$ cat config.mk
export PLATFORM = sky130hd
export DESIGN_NAME = cond_unit
export DESIGN_NICKNAME = d
export VERILOG_FILES = /design/src/rtl/cond_unit.sv
export SDC_FILE = /design/constraint.sdc
export NUM_CORES = 1
export LEC_CHECK = 0
export ABC_AREA = 1
export BUFFER_PORTS_ARGS = -buffer_cell sky130_fd_sc_hd__buf_2
export CORE_MARGIN = 3
export CORE_UTILIZATION = 55
export DETAILED_ROUTE_END_ITERATION = 10
export GPL_TIMING_DRIVEN = 0
export PLACE_DENSITY_LB_ADDON = 0.12
export SYNTH_ARGS = -nofsm -noshare
export SYNTH_HDL_FRONTEND = slang
export SYNTH_SLANG_ARGS = --single-unit
export TNS_END_PERCENT = 50
$ cat constraint.sdc
create_clock -name clk -period 2.6 [get_ports clk]
set_clock_uncertainty 0.2 [all_clocks]
set_input_delay 0.26 -clock clk [delete_from_list [all_inputs] [get_ports clk]]
set_output_delay 0.26 -clock clk [all_outputs]
set_load 0.005 [all_outputs]
$ cat src/rtl/cond_unit.sv
// rtl/cond_unit.sv - NZCV flag register, condition evaluation and write-enable gating stage
module cond_unit #(
  parameter logic [3:0] RESET_FLAGS = 4'b0000,
  parameter bit         NV_IS_AL    = 1'b0,
  parameter int         CNT_W       = 16
) (
  input  logic             clk,
  input  logic             reset,
  input  logic             flush,
  input  logic             in_valid,
  output logic             in_ready,
  input  logic [3:0]       Cond,
  input  logic [1:0]       FlagW,
  input  logic [3:0]       ALUFlags,
  input  logic             PCS,
  input  logic             RegW,
  input  logic             MemW,
  input  logic             NoWrite,
  output logic             out_valid,
  input  logic             out_ready,
  output logic             PCSrc,
  output logic             RegWrite,
  output logic             MemWrite,
  output logic             CondEx,
  output logic [3:0]       Flags,
  output logic [CNT_W-1:0] fail_cnt
);

  logic n_f, z_f, c_f, v_f;
  logic cond_ok;
  logic accept;

  assign {n_f, z_f, c_f, v_f} = Flags;
  assign in_ready = ~out_valid | out_ready;
  assign accept   = in_valid & in_ready & ~flush;

  // Evaluated against the flags as they stand before this instruction commits.
  always_comb begin
    cond_ok = 1'b0;
    case (Cond)
      4'b0000: cond_ok = z_f;
      4'b0001: cond_ok = ~z_f;
      4'b0010: cond_ok = c_f;
      4'b0011: cond_ok = ~c_f;
      4'b0100: cond_ok = n_f;
      4'b0101: cond_ok = ~n_f;
      4'b0110: cond_ok = v_f;
      4'b0111: cond_ok = ~v_f;
      4'b1000: cond_ok = c_f & ~z_f;
      4'b1001: cond_ok = ~c_f | z_f;
      4'b1010: cond_ok = (n_f == v_f);
      4'b1011: cond_ok = (n_f != v_f);
      4'b1100: cond_ok = ~z_f & (n_f == v_f);
      4'b1101: cond_ok = z_f | (n_f != v_f);
      4'b1110: cond_ok = 1'b1;
      default: cond_ok = NV_IS_AL;
    endcase
  end

  always_ff @(posedge clk or posedge reset) begin
    if (reset) begin
      out_valid <= 1'b0;
      PCSrc     <= 1'b0;
      RegWrite  <= 1'b0;
      MemWrite  <= 1'b0;
      CondEx    <= 1'b0;
      Flags     <= RESET_FLAGS;
      fail_cnt  <= '0;
    end else if (flush) begin
      out_valid <= 1'b0;
      PCSrc     <= 1'b0;
      RegWrite  <= 1'b0;
      MemWrite  <= 1'b0;
    end else if (accept) begin
      out_valid <= 1'b1;
      PCSrc     <= PCS & cond_ok;
      RegWrite  <= RegW & cond_ok & ~NoWrite;
      MemWrite  <= MemW & cond_ok;
      CondEx    <= cond_ok;
      if (cond_ok && FlagW[1]) Flags[3:2] <= ALUFlags[3:2];
      if (cond_ok && FlagW[0]) Flags[1:0] <= ALUFlags[1:0];
      if (!cond_ok && fail_cnt != {CNT_W{1'b1}})
        fail_cnt <= fail_cnt + {{(CNT_W-1){1'b0}}, 1'b1};
    end else if (out_ready) begin
      out_valid <= 1'b0;
    end
  end

endmodule
* Word-level counts from Yosys, hierarchy flattened
Cells that the tools add are included.
** Word-level totals
- Register bits after elaboration :: 25
- Bits in latches :: 0
- Memory bits (writable) :: 0
- ROM bits :: 0
- Input port bits :: 19
- Output and inout port bits :: 26
- Word-level logic and storage cells :: 65
- Memories kept :: 0
** Operators by class
- Add/sub/neg operators :: 1
- $mul :: 0
- Div/mod/pow operators :: 0
- $lt $le $gt $ge :: 0
- Eq/ne operators :: 17
- Shifts and indexed selects :: 0
- Mux-type cells :: 10
- Bitwise operators :: 18
- Reduce and logical (&&, ||, !) cells :: 11
** Operator list (number)
- 4-bit == test, second input constant :: 7
- 16-bit by 1-bit adder with 16-bit output, second input constant :: 1
- 4-bit by 3-bit == test with 1-bit output, second input constant :: 4
- 16-bit != test, second input constant :: 1
- 1-bit case mux with 15 select lines :: 1
- 1-bit 2-to-1 mux :: 9
- 3-bit AND reduction :: 3
- 1-bit bitwise AND :: 8
- 4-bit by 2-bit == test with 1-bit output, second input constant :: 2
- 1-bit inverter :: 7
- 4-bit by 1-bit == test with 1-bit output, second input constant :: 1
- 4-bit logical NOT :: 1
- 1-bit logical AND :: 3
- 1-bit bitwise OR :: 3
- 3-bit nonzero test :: 1
- 2-bit AND reduction :: 1
- 2-bit nonzero test :: 1
- 1-bit == test :: 1
- 1-bit logical NOT :: 1
- 1-bit != test :: 1

* Logic depth before layout (Yosys ltp)
- Depth in word-level cells :: 7
- Gate-level depth with buffers :: 12
- Gate-level depth less buffers :: 11

* Worst setup path after synthesis
No wires, ideal clock.
- Path type :: flip-flop to flip-flop
- Start :: register fail_cnt[0]
- End :: register fail_cnt[11]
- Library setup time :: 0.116 ns
- Arrival :: 1.464 ns
- Required time :: 2.284 ns
- Path slack :: 0.819 ns
- Stages on the path, launching flop included :: 11
- Buffers on the path :: 1
- Clock period less this slack :: 1.781 ns
- Cell sequence :: dfrtp_1 -> ha_1 -> nand3_1 -> nor2_2 -> nand4_1 -> nand2_1 -> nand3b_4 -> inv_2 -> buf_6 -> nand2_1 -> nand2_1
** On the way
- Cells in the longest elaborated chain, start to end :: 3
- Elaborated cells between the ends (all ways) :: 4
- Those cells by class :: add/sub: 1; eq/ne: 1; reduce/logical: 2
** Ends and longest elaborated chain
- start, declared :: RTL line 26 : output logic [CNT_W-1:0] fail_cnt
- start signal, assigned :: RTL line 83 : fail_cnt <= fail_cnt + {{(CNT_W-1){1'b0}}, 1'b1};
- parallel branches: the longest is 3 deep, another holds 16-bit by 1-bit adder with 16-bit output
Parallel ways; which one is timed is not known.
A chain may end at the register's enable or synchronous reset.

* Worst setup path in the final report
- Start :: register Flags[0]
- End :: register Flags[1]
** On the way
- Cells in the longest elaborated chain, start to end :: 5
- Elaborated cells between the ends (all ways) :: 8
- Those cells by class :: eq/ne: 2; mux: 1; bitwise: 3; reduce/logical: 2
** Ends and longest elaborated chain
- start, declared :: RTL line 25 : output logic [3:0] Flags,
- start signal, assigned :: RTL line 81 : if (cond_ok && FlagW[0]) Flags[1:0] <= ALUFlags[1:0];
- 1-bit != test or 1-bit == test (tied branches)
- 1-bit bitwise OR or 1-bit bitwise AND (tied branches) :: RTL line 54, 53
- 1-bit case mux with 15 select lines * :: RTL line 40 : case (Cond)
- 1-bit logical AND * :: RTL line 81
- 3-bit AND reduction (no source line) *
Every way passes the cells marked *; elsewhere a longest branch is shown, timed or not.

==> qor.yml <==
status: "completed"
tritoncts: "yes"
yosys.area_share.simple_pct: 40.81
fmax_mhz: 440.5
final_nets: 304
synth_top_area_share_pct: 39.94
synthMostInstantiatedCell: "nand2_1"
ff2ff_setup_slack_ps: 330
cp-end-kind: "flop"
clock-root-buffer: "clkbuf_4"
synth_cell_types: 22
rows: 18
arrival_ps: 2320
r2r_start: "Flags[0]$_DFFE_PP0P_"
clk_latency_ps: 340
path_class: "flop to flop"
dr.pass1.iters: 4
synth-xor-area-share_pct: 7.827
synth-compound-area-share_pct: 3.435
tns_ps: 0
period_share_pct: 87.32
hold_class: "input port to flop"
clkTransAtPathRegs_ps: 150
coreArea_sq_mm: 0.002590
worst_slew_pin_slew_ps: 911.3
cts-resized-gates: 0
ir_drop_mv: 0.5790
postSynthCellCount: 221
hold_path_depth: 3
synth_top_cell_by_area: "dfrtp_1"
cts_max_level: 1
diodes: 0
syn_to_final_growth_pct: 27.40
die_h_um: 59.37
drc: 0
powerDensity_mw_per_mm2: 573.8
clk_path_buf_depth: 2
grt_usage_pct: 24.35
layout-drive-gt1-share_pct: 21.20
async_flop_share_pct: 100.0
slew_violations: 0
reg2reg_to: "Flags[1]$_DFFE_PP0P_"
wl_per_cell_um: 12.09
antenna_found_initial: 0
grt_pass1_wl_um: 6479
synth_edf_count: 0
synth_top_family_by_area: "simple AND/OR/NAND/NOR gates"
cp_cell_sequence: "inv_1 > nand2_1 > nand3_1 > nand2_1 > nand2_1 > nand2_2 > nor2_4 > nand2_2 > nand4_1 > dlygate4sd3_1 > nand2_1"
reg2reg_depth: 11
synth.area.top_cells: "dfrtp_1 (40%), nand2_1 (22%), nand3_1 (6.4%), inv_1 (5.0%), xor2_1 (5.0%)"
synth_commonest_cells: "nand2_1 (90), dfrtp_1 (25), inv_1 (21)"
dpl.hpwl_um: 2578
die_area_sq_mm: 0.003525
syn_nets: 241
grt_max_degree: 26
wl_um: 3783
ys_seq_area_share_pct: 39.94
numPortBuffers: 44
first_iter_violations: 145
hold_viol: 0
ys_warn_count: 0
cap_viol_max_count: 0
fin_crit_ps: 2270
setup_viol: 0
fp.dieW_um: 59.37
min_from: "FlagW[0]"
syn_avg_cell_area_sq_um: 7.088
critical-path-slowest-cell: "dlygate4sd3_1"
cts_hold_buf: 13
rsz0062_at_grt: "no"
synth_seq_cells: 25
cp_max_fo: 9
ios: 45
place_congestion: 0.9418
required_ps: 2650
grt_pass1_vias: 1482
leakagePower_uw: 0.001072
overflow: 0
postRouteAntennaNets: 0
syn_area_sq_mm: 0.001567
start_util_pct: 60.48
yosys_most_used_dff: "dfrtp_1"
vias: 1608
crit_path_max_incr_delay_ps: 550
numCtsBuffers: 3
cts_num_sinks: 25
critPathLaunchType: "flop"
whs_endpoint: "Flags[0]$_DFFE_PP0P_"
crit_top_cell: "nand2_1"
finalPower_uw: 1145
synth-adder-area-share_pct: 0.7987
postCtsSetupBuffers: 0
viasPerCell: 5.137
synthMuxAreaShare_pct: 0
slew_headroom_pct: 39.18
[state kept, by name, indices dropped and copies added, names as in the netlist]
signal and flops:
CondEx 1, Flags 4, MemWrite 1, PCSrc 1
RegWrite 1, fail_cnt 16, out_valid 1
[final cells by class]
cell class	count	area, sq um
buffer	3	30.03
clock buffer	3	22.52
clock inverter	1	8.758
fill	196	594.3
inverter	22	82.58
multi-input combinational	171	828.3
sequential	25	625.6
tap	30	37.54
timing repair buffer	58	360.3
[how the worst max path moves through the flow]
stage                                  from                        to  slack, ps  cells after the start
detailed placement  fail_cnt[0]$_DFFE_PP0P_  fail_cnt[11]$_DFFE_PP0P_        630                     10
global placement    fail_cnt[0]$_DFFE_PP0P_  fail_cnt[12]$_DFFE_PP0P_        660                     10
CTS                    Flags[0]$_DFFE_PP0P_      Flags[1]$_DFFE_PP0P_        350                     11
finish                 Flags[0]$_DFFE_PP0P_      Flags[1]$_DFFE_PP0P_        330                     11
global route           Flags[0]$_DFFE_PP0P_      Flags[1]$_DFFE_PP0P_        200                     11
floorplan           fail_cnt[0]$_DFFE_PP0P_  fail_cnt[11]$_DFFE_PP0P_        820                     10
[power by group]
| part | total (uW) | switching [uW] | internal, uW |
|---|---|---|---|
| Combinational | 396 | 218 | 178 |
| Sequential | 558 | 100 | 457 |
| Clock | 191 | 128 | 62.9 |
[placed cells by master (no fill, tap or decap)]
cell / synthesis / final
inv_1: 21 / 21
clkbuf_4: 0 / 3
nand2_2: 3 / 3
nand3b_4: 1 / 1
a21oi_1: 3 / 3
inv_2: 1 / 1
o21ai_1: 4 / 4
nand3_1: 20 / 20
buf_6: 2 / 2
ha_1: 1 / 1
nand2_1: 90 / 90
nor2_4: 1 / 1
buf_4: 1 / 1
buf_2: 0 / 44
nor2_2: 2 / 2
dlygate4sd3_1: 0 / 14
nor2_1: 14 / 14
nor3_1: 7 / 7
nand4_1: 7 / 7
o21ai_0: 2 / 2
xnor2_1: 5 / 5
nand3b_1: 1 / 1
a21oi_2: 1 / 1
dfrtp_1: 25 / 25
xor2_1: 9 / 9
inv_6: 0 / 1
[routing by layer]
layer  global-route usage, %  vias to the layer above  part of all wire [%]
li1                        -                      823                     -
met1                   30.68                      726                    42
met2                   43.21                       55                    51
met3                   3.922                        4                   5.6
met4                   5.825                        0                  0.98
met5                       0                        -                     0
[through the flow]
stage	hold slack (ps)	area, sq um	setup WS (ps)	utilization [%]	std cells
global placement	258.1	1824	659.4	70.43	295
floorplan	87.32	1567	819.1	-	221
detailed placement	272.1	1824	631.1	70.43	295
finish	16.60	1996	329.6	77.05	313
global route	12.97	1996	203.7	77.05	313
CTS	0.7393	1986	345.5	76.67	312
[critical path, delay by kind of cell, from the launching register on]
family                 cells  cell delay [ps]
AND/OR/NAND/NOR            9              840
buffers and inverters      2              680
flip-flops                 1              470
[logic make-up after synthesis]
kind of cell,Yosys count
AOI/OAI and AO/OA,10
xor gates and xnor gates,14
adders and majority gates,1
buffers and inverters,25
DFF,25
and+or+nand+nor,146
(Power assumes the default switching activity.)
